## config.mk

```make
export PLATFORM = sky130hd
export DESIGN_NAME = fp_dispatch
export DESIGN_NICKNAME = d
export VERILOG_FILES = /design/src/rtl/fp_dispatch_pkg.sv /design/src/rtl/fp_dispatch_fifo.sv /design/src/rtl/fp_dispatch.sv
export SDC_FILE = /design/constraint.sdc
export NUM_CORES = 1
export LEC_CHECK = 0
export CAP_MARGIN = 20
export CORE_MARGIN = 2
export CORE_UTILIZATION = 36
export CTS_BUF_LIST = sky130_fd_sc_hd__clkbuf_4
export DETAILED_ROUTE_END_ITERATION = 10
export PLACE_DENSITY = 0.56
export SLEW_MARGIN = 20
export SYNTH_ARGS = -nofsm -noshare
export SYNTH_HDL_FRONTEND = slang
export SYNTH_SLANG_ARGS = --single-unit
```

## constraint.sdc

```tcl
create_clock -name aClock -period 3.4 [get_ports aClock]
set_clock_uncertainty 0.15 [all_clocks]
set_input_delay 0.51 -clock aClock [delete_from_list [all_inputs] [get_ports aClock]]
set_output_delay 0.51 -clock aClock [all_outputs]
set_load 0.005 [all_outputs]
```

## src/rtl/fp_dispatch_pkg.sv

```systemverilog
// rtl/fp_dispatch_pkg.sv - shared types for the FP dispatch block
// Purpose: command encoding, FSM states, tag width and FIFO entry layout.
// Ports: none (package).
package fp_dispatch_pkg;

   typedef enum logic [2:0] {
      COMMAND_NOP          = 3'd0,
      COMMAND_OP_FLOAT_INT = 3'd1,
      COMMAND_OP_INT_FLOAT = 3'd2,
      COMMAND_OP_ADD       = 3'd3,
      COMMAND_OP_MUL       = 3'd4
   } Commands;

   localparam int TAG_WIDTH = 4;

   typedef enum logic [1:0] {
      STATE_IDLE  = 2'd0,
      STATE_ISSUE = 2'd1,
      STATE_RESP  = 2'd2
   } States;

   typedef struct packed {
      Commands                command;
      logic [31:0]            operand1;
      logic [31:0]            operand2;
      logic [TAG_WIDTH-1:0]   tag;
   } Request;

   localparam int REQUEST_WIDTH = $bits(Request);

   // Only the two conversion operations are wired to the core.
   function automatic logic isSupported(input Commands command);
      return (command == COMMAND_OP_FLOAT_INT) || (command == COMMAND_OP_INT_FLOAT);
   endfunction

endpackage

```

## src/rtl/fp_dispatch_fifo.sv

```systemverilog
// rtl/fp_dispatch_fifo.sv - request FIFO for the FP dispatch block
// Purpose: DEPTH-entry (power of two) in-order FIFO with first-word head view.
// Ports: aClock, aReset_n (async low), aPush/aPushData, aPop, aHeadData,
//        aFull, anEmpty. Push while full and pop while empty are ignored.
module fp_dispatch_fifo #(
   parameter int DEPTH = 4,
   parameter int WIDTH = 8
) (
   input  logic             aClock,
   input  logic             aReset_n,
   input  logic             aPush,
   input  logic [WIDTH-1:0] aPushData,
   input  logic             aPop,
   output logic [WIDTH-1:0] aHeadData,
   output logic             aFull,
   output logic             anEmpty
);

   localparam int PTR_WIDTH = $clog2(DEPTH);

   logic [WIDTH-1:0]     entries [DEPTH];
   logic [PTR_WIDTH-1:0] writePtr;
   logic [PTR_WIDTH-1:0] readPtr;
   logic [PTR_WIDTH:0]   count;
   logic                 doPush;
   logic                 doPop;

   assign aFull     = (count == (PTR_WIDTH+1)'(DEPTH));
   assign anEmpty   = (count == '0);
   assign doPush    = aPush && !aFull;
   assign doPop     = aPop && !anEmpty;
   assign aHeadData = entries[readPtr];

   // Pointers are exactly log2(DEPTH) wide, so they wrap modulo DEPTH.
   always_ff @(posedge aClock or negedge aReset_n) begin
      if (!aReset_n) begin
         writePtr <= '0;
         readPtr  <= '0;
         count    <= '0;
      end else begin
         if (doPush) writePtr <= writePtr + PTR_WIDTH'(1);
         if (doPop)  readPtr  <= readPtr + PTR_WIDTH'(1);
         case ({doPush, doPop})
            2'b10:   count <= count + (PTR_WIDTH+1)'(1);
            2'b01:   count <= count - (PTR_WIDTH+1)'(1);
            default: count <= count;
         endcase
      end
   end

   always_ff @(posedge aClock) begin
      if (doPush) entries[writePtr] <= aPushData;
   end

endmodule

```

## src/rtl/fp_dispatch.sv

```systemverilog
// rtl/fp_dispatch.sv - request FIFO plus IDLE/ISSUE/RESP dispatcher to an FP core
// Purpose: queue requests, issue supported conversions to the core for LATENCY
//          cycles, hold one response until accepted.
// Ports: aClock, aReset_n (async low); request aReqValid/aReqReady/aReqCommand/
//        aReqOperand1/aReqOperand2/aReqTag; core aCoreCommand/aCoreInput1/
//        aCoreInput2/aCoreOutput; response aRespValid/aRespReady/aRespData/
//        aRespTag/aRespError; anIdle.
// Option: FP_DISPATCH_PERF_EN adds anOpCount (16-bit response handshake count).
module fp_dispatch
   import fp_dispatch_pkg::*;
#(
   parameter int DEPTH   = 4,
   parameter int LATENCY = 1
) (
   input  logic                 aClock,
   input  logic                 aReset_n,
   input  logic                 aReqValid,
   output logic                 aReqReady,
   input  Commands              aReqCommand,
   input  logic [31:0]          aReqOperand1,
   input  logic [31:0]          aReqOperand2,
   input  logic [TAG_WIDTH-1:0] aReqTag,
   output Commands              aCoreCommand,
   output logic [31:0]          aCoreInput1,
   output logic [31:0]          aCoreInput2,
   input  logic [31:0]          aCoreOutput,
   output logic                 aRespValid,
   input  logic                 aRespReady,
   output logic [31:0]          aRespData,
   output logic [TAG_WIDTH-1:0] aRespTag,
   output logic                 aRespError,
   output logic                 anIdle
`ifdef FP_DISPATCH_PERF_EN
   ,
   output logic [15:0]          anOpCount
`endif
);

   States      state, stateNext;
   logic [2:0] issueCount, issueCountNext;
   Request     pushEntry;
   Request     head;
   logic       fifoFull;
   logic       fifoEmpty;
   logic       fifoPop;
   logic       loadCore;
   logic       captureResult;
   logic       captureError;

   assign pushEntry = '{command: aReqCommand, operand1: aReqOperand1,
                        operand2: aReqOperand2, tag: aReqTag};

   fp_dispatch_fifo #(
      .DEPTH (DEPTH),
      .WIDTH (REQUEST_WIDTH)
   ) requestFifo (
      .aClock    (aClock),
      .aReset_n  (aReset_n),
      .aPush     (aReqValid),
      .aPushData (pushEntry),
      .aPop      (fifoPop),
      .aHeadData (head),
      .aFull     (fifoFull),
      .anEmpty   (fifoEmpty)
   );

   assign aReqReady = !fifoFull;
   assign anIdle    = fifoEmpty && (state == STATE_IDLE);

   always_ff @(posedge aClock or negedge aReset_n) begin
      if (!aReset_n) begin
         state      <= STATE_IDLE;
         issueCount <= '0;
      end else begin
         state      <= stateNext;
         issueCount <= issueCountNext;
      end
   end

   // The head entry stays in the FIFO through ISSUE so its tag is still
   // available at capture time; it is popped on the edge that enters RESP.
   always_comb begin
      stateNext      = state;
      issueCountNext = issueCount;
      fifoPop        = 1'b0;
      loadCore       = 1'b0;
      captureResult  = 1'b0;
      captureError   = 1'b0;
      aRespValid     = 1'b0;
      case (state)
         STATE_IDLE: begin
            if (!fifoEmpty) begin
               if (isSupported(head.command)) begin
                  loadCore       = 1'b1;
                  issueCountNext = '0;
                  stateNext      = STATE_ISSUE;
               end else begin
                  captureError = 1'b1;
                  fifoPop      = 1'b1;
                  stateNext    = STATE_RESP;
               end
            end
         end
         STATE_ISSUE: begin
            if (issueCount == 3'(LATENCY - 1)) begin
               captureResult = 1'b1;
               fifoPop       = 1'b1;
               stateNext     = STATE_RESP;
            end else begin
               issueCountNext = issueCount + 3'd1;
            end
         end
         STATE_RESP: begin
            aRespValid = 1'b1;
            if (aRespReady) stateNext = STATE_IDLE;
         end
         default: stateNext = STATE_IDLE;
      endcase
   end

   always_ff @(posedge aClock or negedge aReset_n) begin
      if (!aReset_n) begin
         aCoreCommand <= COMMAND_NOP;
         aCoreInput1  <= '0;
         aCoreInput2  <= '0;
         aRespData    <= '0;
         aRespTag     <= '0;
         aRespError   <= 1'b0;
      end else begin
         if (loadCore) begin
            aCoreCommand <= head.command;
            aCoreInput1  <= head.operand1;
            aCoreInput2  <= head.operand2;
         end
         if (captureResult) begin
            aRespData  <= aCoreOutput;
            aRespTag   <= head.tag;
            aRespError <= 1'b0;
         end
         if (captureError) begin
            aRespData  <= '0;
            aRespTag   <= head.tag;
            aRespError <= 1'b1;
         end
      end
   end

`ifdef FP_DISPATCH_PERF_EN
   always_ff @(posedge aClock or negedge aReset_n) begin
      if (!aReset_n) anOpCount <= '0;
      else if (aRespValid && aRespReady) anOpCount <= anOpCount + 16'd1;
   end
`endif

endmodule

```

# Word-level counts from Yosys, hierarchy flattened
# Memories as Yosys holds them, arrays and structs flattened.
# Cells that the tools add are included.
[word_totals]
ff_bits = 116
mem_bits_rw = 284
in_bits = 107
elab_cells = 71
mem_count = 1
[memory_table]
columns = ["name", "words", "word_bits", "rd", "rd_ports_with_merged_regs", "write_ports", "line", "source"]
rows = [
  ["requestFifo.entries", 4, 71, 1, 0, 1, "fp_dispatch_fifo.sv:21", "logic [WIDTH-1:0] entries [DEPTH];"],
]
[classes]
add_sub_neg = 5
n_eq_ne = 12
muxes = 28
n_reduce_logical = 14
[op_table]
columns = ["op", "n"]
rows = [
  ["2-to-1 mux 32 bit", 2],
  ["2-to-1 mux 1 bit", 13],
  ["case mux 3 bit (2 select lines)", 2],
  ["2-to-1 mux 3 bit", 3],
  ["2-to-1 mux 2 bit", 4],
  ["2-to-1 mux 4 bit", 2],
  ["inequality test 2 bit (second input constant)", 4],
  ["adder 3 x 1 -> 3 bit (second input constant)", 2],
  ["logical NOT 3 bit", 2],
  ["case mux 2 bit (3 select lines)", 1],
  ["nonzero test 2 bit", 3],
  ["adder 2 x 1 -> 2 bit (second input constant)", 2],
  ["equality test 2 x 1 -> 1 bit (second input constant)", 2],
  ["equality test 2 bit (second input constant)", 2],
  ["AND reduction 4 bit", 1],
  ["equality test 3 x 1 -> 1 bit (second input constant)", 1],
  ["equality test 3 x 2 -> 1 bit (second input constant)", 1],
  ["equality test 3 bit (second input constant)", 1],
  ["logical AND 1 bit", 3],
  ["AND reduction 3 bit", 1],
  ["subtractor 3 x 1 -> 3 bit (second input constant)", 1],
  ["logical NOT 1 bit", 2],
  ["logical NOT 2 bit", 1],
  ["inequality test 2 x 1 -> 1 bit (second input constant)", 1],
  ["other kinds (2)", 2],
]

# Depth between registers and ports, before layout
# An unclocked memory read counts as a cell.
[logic_depth]
depth_word = 9
mapped_depth = 12

# Modules after synthesis
# From an unflattened synthesis, not the netlist that was laid out.
[unflattened]
hier_cells = 736
area_unflattened_um2 = 15348.5
[by_module_without_submodules]
columns = ["mod", "n_inst", "cells_each", "area_per_inst_um2"]
rows = [
  ["fp_dispatch_fifo", 1, 408, 10744.1],
  ["fp_dispatch", 1, 328, 4604.4],
]

# Worst setup path after synthesis
# Ideal clock, no wire load.
[synth_path]
path_kind = "register to register"
start = "register requestFifo.writePtr[0]"
end = "memory requestFifo.entries[2][0] (netlist bit), enable pin"
t_arrival_ns = 2.329
path_slack_ns = 0.484
path_stages_with_launch = 4
path_buffers = 0
path_cell_list = "dfrtp_1 -> inv_1 -> ha_1 -> and3_1"
[synth_rtl]
columns = ["element", "line", "source"]
rows = [
  ["from (decl)", "fp_dispatch_fifo.sv:22", "logic [PTR_WIDTH-1:0] writePtr;"],
  ["from (signal assigned)", "fp_dispatch_fifo.sv:41", "if (doPush) writePtr <= writePtr + PTR_WIDTH'(1);"],
  ["to (decl)", "fp_dispatch_fifo.sv:21", ""],
]
# No word-level cell before the write port.

# Worst setup path in the final report
[layout_path]
start = "register requestFifo.count[0]"
end = "output port anIdle"
[layout_between]
elab_chain_cells = 2
[layout_lines]
columns = ["element", "line", "source"]
rows = [
  ["from (decl)", "fp_dispatch_fifo.sv:24", "logic [PTR_WIDTH:0] count;"],
  ["from (signal assigned)", "fp_dispatch_fifo.sv:44", "2'b10: count <= count + (PTR_WIDTH+1)'(1);"],
  ["from (signal assigned)", "fp_dispatch_fifo.sv:45", "2'b01: count <= count - (PTR_WIDTH+1)'(1);"],
  ["from (signal assigned)", "fp_dispatch_fifo.sv:46", "default: count <= count;"],
  ["logical NOT 3 bit", "fp_dispatch_fifo.sv:29", "assign anEmpty = (count == '0);"],
  ["logical AND 1 bit", "fp_dispatch.sv:68", "assign anIdle = fifoEmpty && (state == STATE_IDLE);"],
  ["to (decl)", "fp_dispatch.sv:32", "output logic anIdle"],
]
# No other way between the ends.

==> metrics <==
run status=finished, final reports clean; Pleak=just over 7 nW; Synth Net Count=around 850; CTS tree=built; hpwl dp=18,600 um; VDD IR-drop max=0.435 mV; Critical Path AT=2.23 ns; DIE AREA=roughly 0.044 sq mm; DRT Wirelength=approximately 32,000 um; power per cell area=between 800 and 900 mW/mm^2; Syn-to-layout area delta=28.9%; Ys Warns=0; effective utilization at floorplan=36.7%; Clock Latency Late Sink=about 0.78 ns; Post-layout nets=1,164; setup bufs post-CTS=0; synthesized area=0.0151 sq mm; Longest Clk Path Bufs=3; Critical Path End=anIdle; Slew @ Worst Pin=just under 0.7 ns; first-pass GRT wire length=about 50,000 um; Final period util=between 80 and 90%; vias in the first global route=between 8k and 9k; Data required, critical path=around 2.7 ns; clock sink count=400; minimum clock period after layout=approximately 2.9 ns; maxcap violations=0; total CTS buffers=roughly 110; height of the die=between 200 and 250 um; global route total overflow=0; vias per std cell=~4.7; top-area cell type share of the netlist area=between 50% and 60%; TNS Setup=0 ns; GRT Total Usage=between 10% and 20%; largest cells by area after synthesis=edfxtp_1, dfrtp_1, mux4_2, mux2_4, nand2_1; RSZ-0062 raised after global routing=false; routed length per instance=19.3 um; cell taking the most area after synthesis=edfxtp_1; total vias in the final route=7,854; initial DRC count=approximately 340; Fmax=between 300 and 400 MHz; Hold/Removal Path Class=input port to register; # IOs=around 210; Initial DRT Pass Iterations=5; antenna violations before repair=4; FF-to-FF Start=requestFifo.readPtr[0]$_DFFE_PN0P_; Root Driver=clkbuf_4; crit path from=requestFifo.count[0]$_DFFE_PN0P_; critical path launch point type=register; DRC Markers=0; Rows=74; Worst R2R Path Depth=11; FFs w/ async S/R, synth=29.0%; mean post-synth cell area=20.4 sq um; htree depth=3; proportion of layout cells with a drive suffix above 1=roughly 30%; Synth Register Bits=400; Port Buf Inserts=about 210; largest net degree at the start of global routing=52; Core Box Area=approximately 0.041 sq mm; fillcell total=3,624; Post-synth EDFFs=between 200 and 300; Yosys cell types=34; reg2reg end=requestFifo.count[2]$_DFFE_PN0P_; CP Max Fanout=3; slew margin rel.=54.7%; Post-Syn Instances=between 700 and 800; register-to-register setup slack=around 0.54 ns; die width=~210 um; final setup fails=0; sequential area share after synthesis=75.8%; WHS=between 0.1 and 0.15 ns; crit path kind=register to output port; Final ANT Viol Nets=0; clock slew at reported path FFs=around 0.060 ns; Final Hold Viols=0; Most used DFF post-synth=edfxtp_1; crit end category=output port; Final Wtd Congestion=approximately 0.72; max-slew violations=0
## flip-flops by register name, indices dropped and copies added, names as in the netlist, 3 cells and up
register and flops:
aRespTag 4, requestFifo.entries 284, aCoreInput1 32, aRespData 32, aCoreInput2 32, aCoreCommand 3, issueCount 3, requestFifo.count 3
## worst min path at each step
| stage | cells after the start | start | to | slack [ns] |
|---|---|---|---|---|
| 6_report | 3 | aCoreOutput[25] | aRespData[25]$_DFFE_PN0N_ | 0.13 |
| 5_1_grt | 3 | aCoreOutput[11] | aRespData[11]$_DFFE_PN0N_ | 0.07 |
| 4_1_cts | 3 | aCoreOutput[11] | aRespData[11]$_DFFE_PN0N_ | 0.02 |
| 3_5_place_dp | 1 | aRespError$_DFFE_PN0N_ | aRespError$_DFFE_PN0N_ | 0.32 |
| 3_3_place_gp | 1 | aRespError$_DFFE_PN0N_ | aRespError$_DFFE_PN0N_ | 0.31 |
| 2_1_floorplan | 0 | aReset_n | aCoreCommand[0]$_DFFE_PN0P_ | 0.06 |
## kinds of logic after synthesis
logic type	after synthesis	share of synthesized area (%)
flops	400	75.8
xor+xnor	7	0.407
buf+inv	46	1.58
simple gates	95	2.75
fa+ha+maj	8	0.713
compound gates	44	1.58
mux	139	17.2
## area by class of cell
| cell class | instances | area, sq um | share of cell area [%] |
|---|---|---|---|
| diodes | 3 | 7.51 | 0.0386 |
| clock buffers | 171 | 1280 | 6.60 |
| clock inverters | 27 | 160 | 0.824 |
| inverters | 12 | 45.0 | 0.232 |
| multi-input cells | 293 | 3440 | 17.7 |
| flip-flops and latches | 400 | 11400 | 58.8 |
| well taps | 532 | 666 | 3.42 |
| repair buffers | 237 | 2400 | 12.3 |
## power breakdown
part	leakage (nW)	switching [mW]	internal (mW)
logic	2.18	2.43	3.26
registers	4.04	0.540	6.63
clock network	0.863	1.92	2.42
total	7.09	4.89	12.3
## synth_stat cells (all sizes together) (2+ instances only)
| cell | number |
|---|---|
| edfxtp | 284 |
| dfrtp | 116 |
| mux4 | 71 |
| nand2 | 71 |
| mux2 | 68 |
| a21oi | 33 |
| clkbuf | 23 |
| inv | 12 |
| buf | 11 |
| o21ai | 8 |
| ha | 7 |
| and3 | 4 |
| xnor2 | 4 |
| nand2b | 3 |
| nand3 | 3 |
| nor2 | 3 |
| nor3b | 3 |
| xor2 | 3 |
| nor2b | 2 |
| or3 | 2 |
## placed cells by master, fill, tap and decap left out, drive strengths merged
cell type	instances
dlygate4sd3	3
or3	2
diode	3
nor3b	3
o211ai	1
fa	1
nand3	3
clkinv	22
bufinv	2
clkinvlp	1
inv	14
and2	1
nor3	1
buf	22
mux2	68
nor2	3
a21o	1
nand3b	1
or2	1
xnor2	4
nand2b	3
xor2	3
dfrtp	116
clkbuf	171
o21a	1
a21oi	33
ha	7
nor2b	2
nand2	71
edfxtp	284
and3	4
clkdlybuf4s50	212
o21ai	8
mux4	71
## per-stage QoR
step	std cells	util, %	area (sq um)	setup slack [ns]	power (mW)
CTS	1672	47.3	19400	0.385	17.6
detailed placement	1471	43.7	18000	0.517	13.1
floorplan	739	-	15100	0.484	10.7
finish	1675	47.3	19400	0.508	17.2
global route	1674	47.3	19400	0.229	18.3
global placement	1471	43.7	18000	0.547	13.1
## routing by layer
layer / GRT usage (%) / vias up / part of all wire (%)
met2: 23.6 / 259 / 47
met5: 0 / - / 0.083
met3: 5.12 / 54 / 7.2
met4: 6.06 / 4 / 1.9
met1: 19.4 / 3967 / 44
li1: - / 3570 / -
## worst max-delay path, stage by stage, from the launching register on
cell and delay, ns:
dfrtp_1 0.41, nor3_1 0.28, nor3b_1 0.24, clkdlybuf4s50_1 0.57
## what timing repair did
action | CTS | global route
hold buffers | 3 | 0
gates resized for setup | 0 | 0
endpoints found under the hold margin | 112 | 0
No activity file was read; power rests on OpenSTA's default activity.
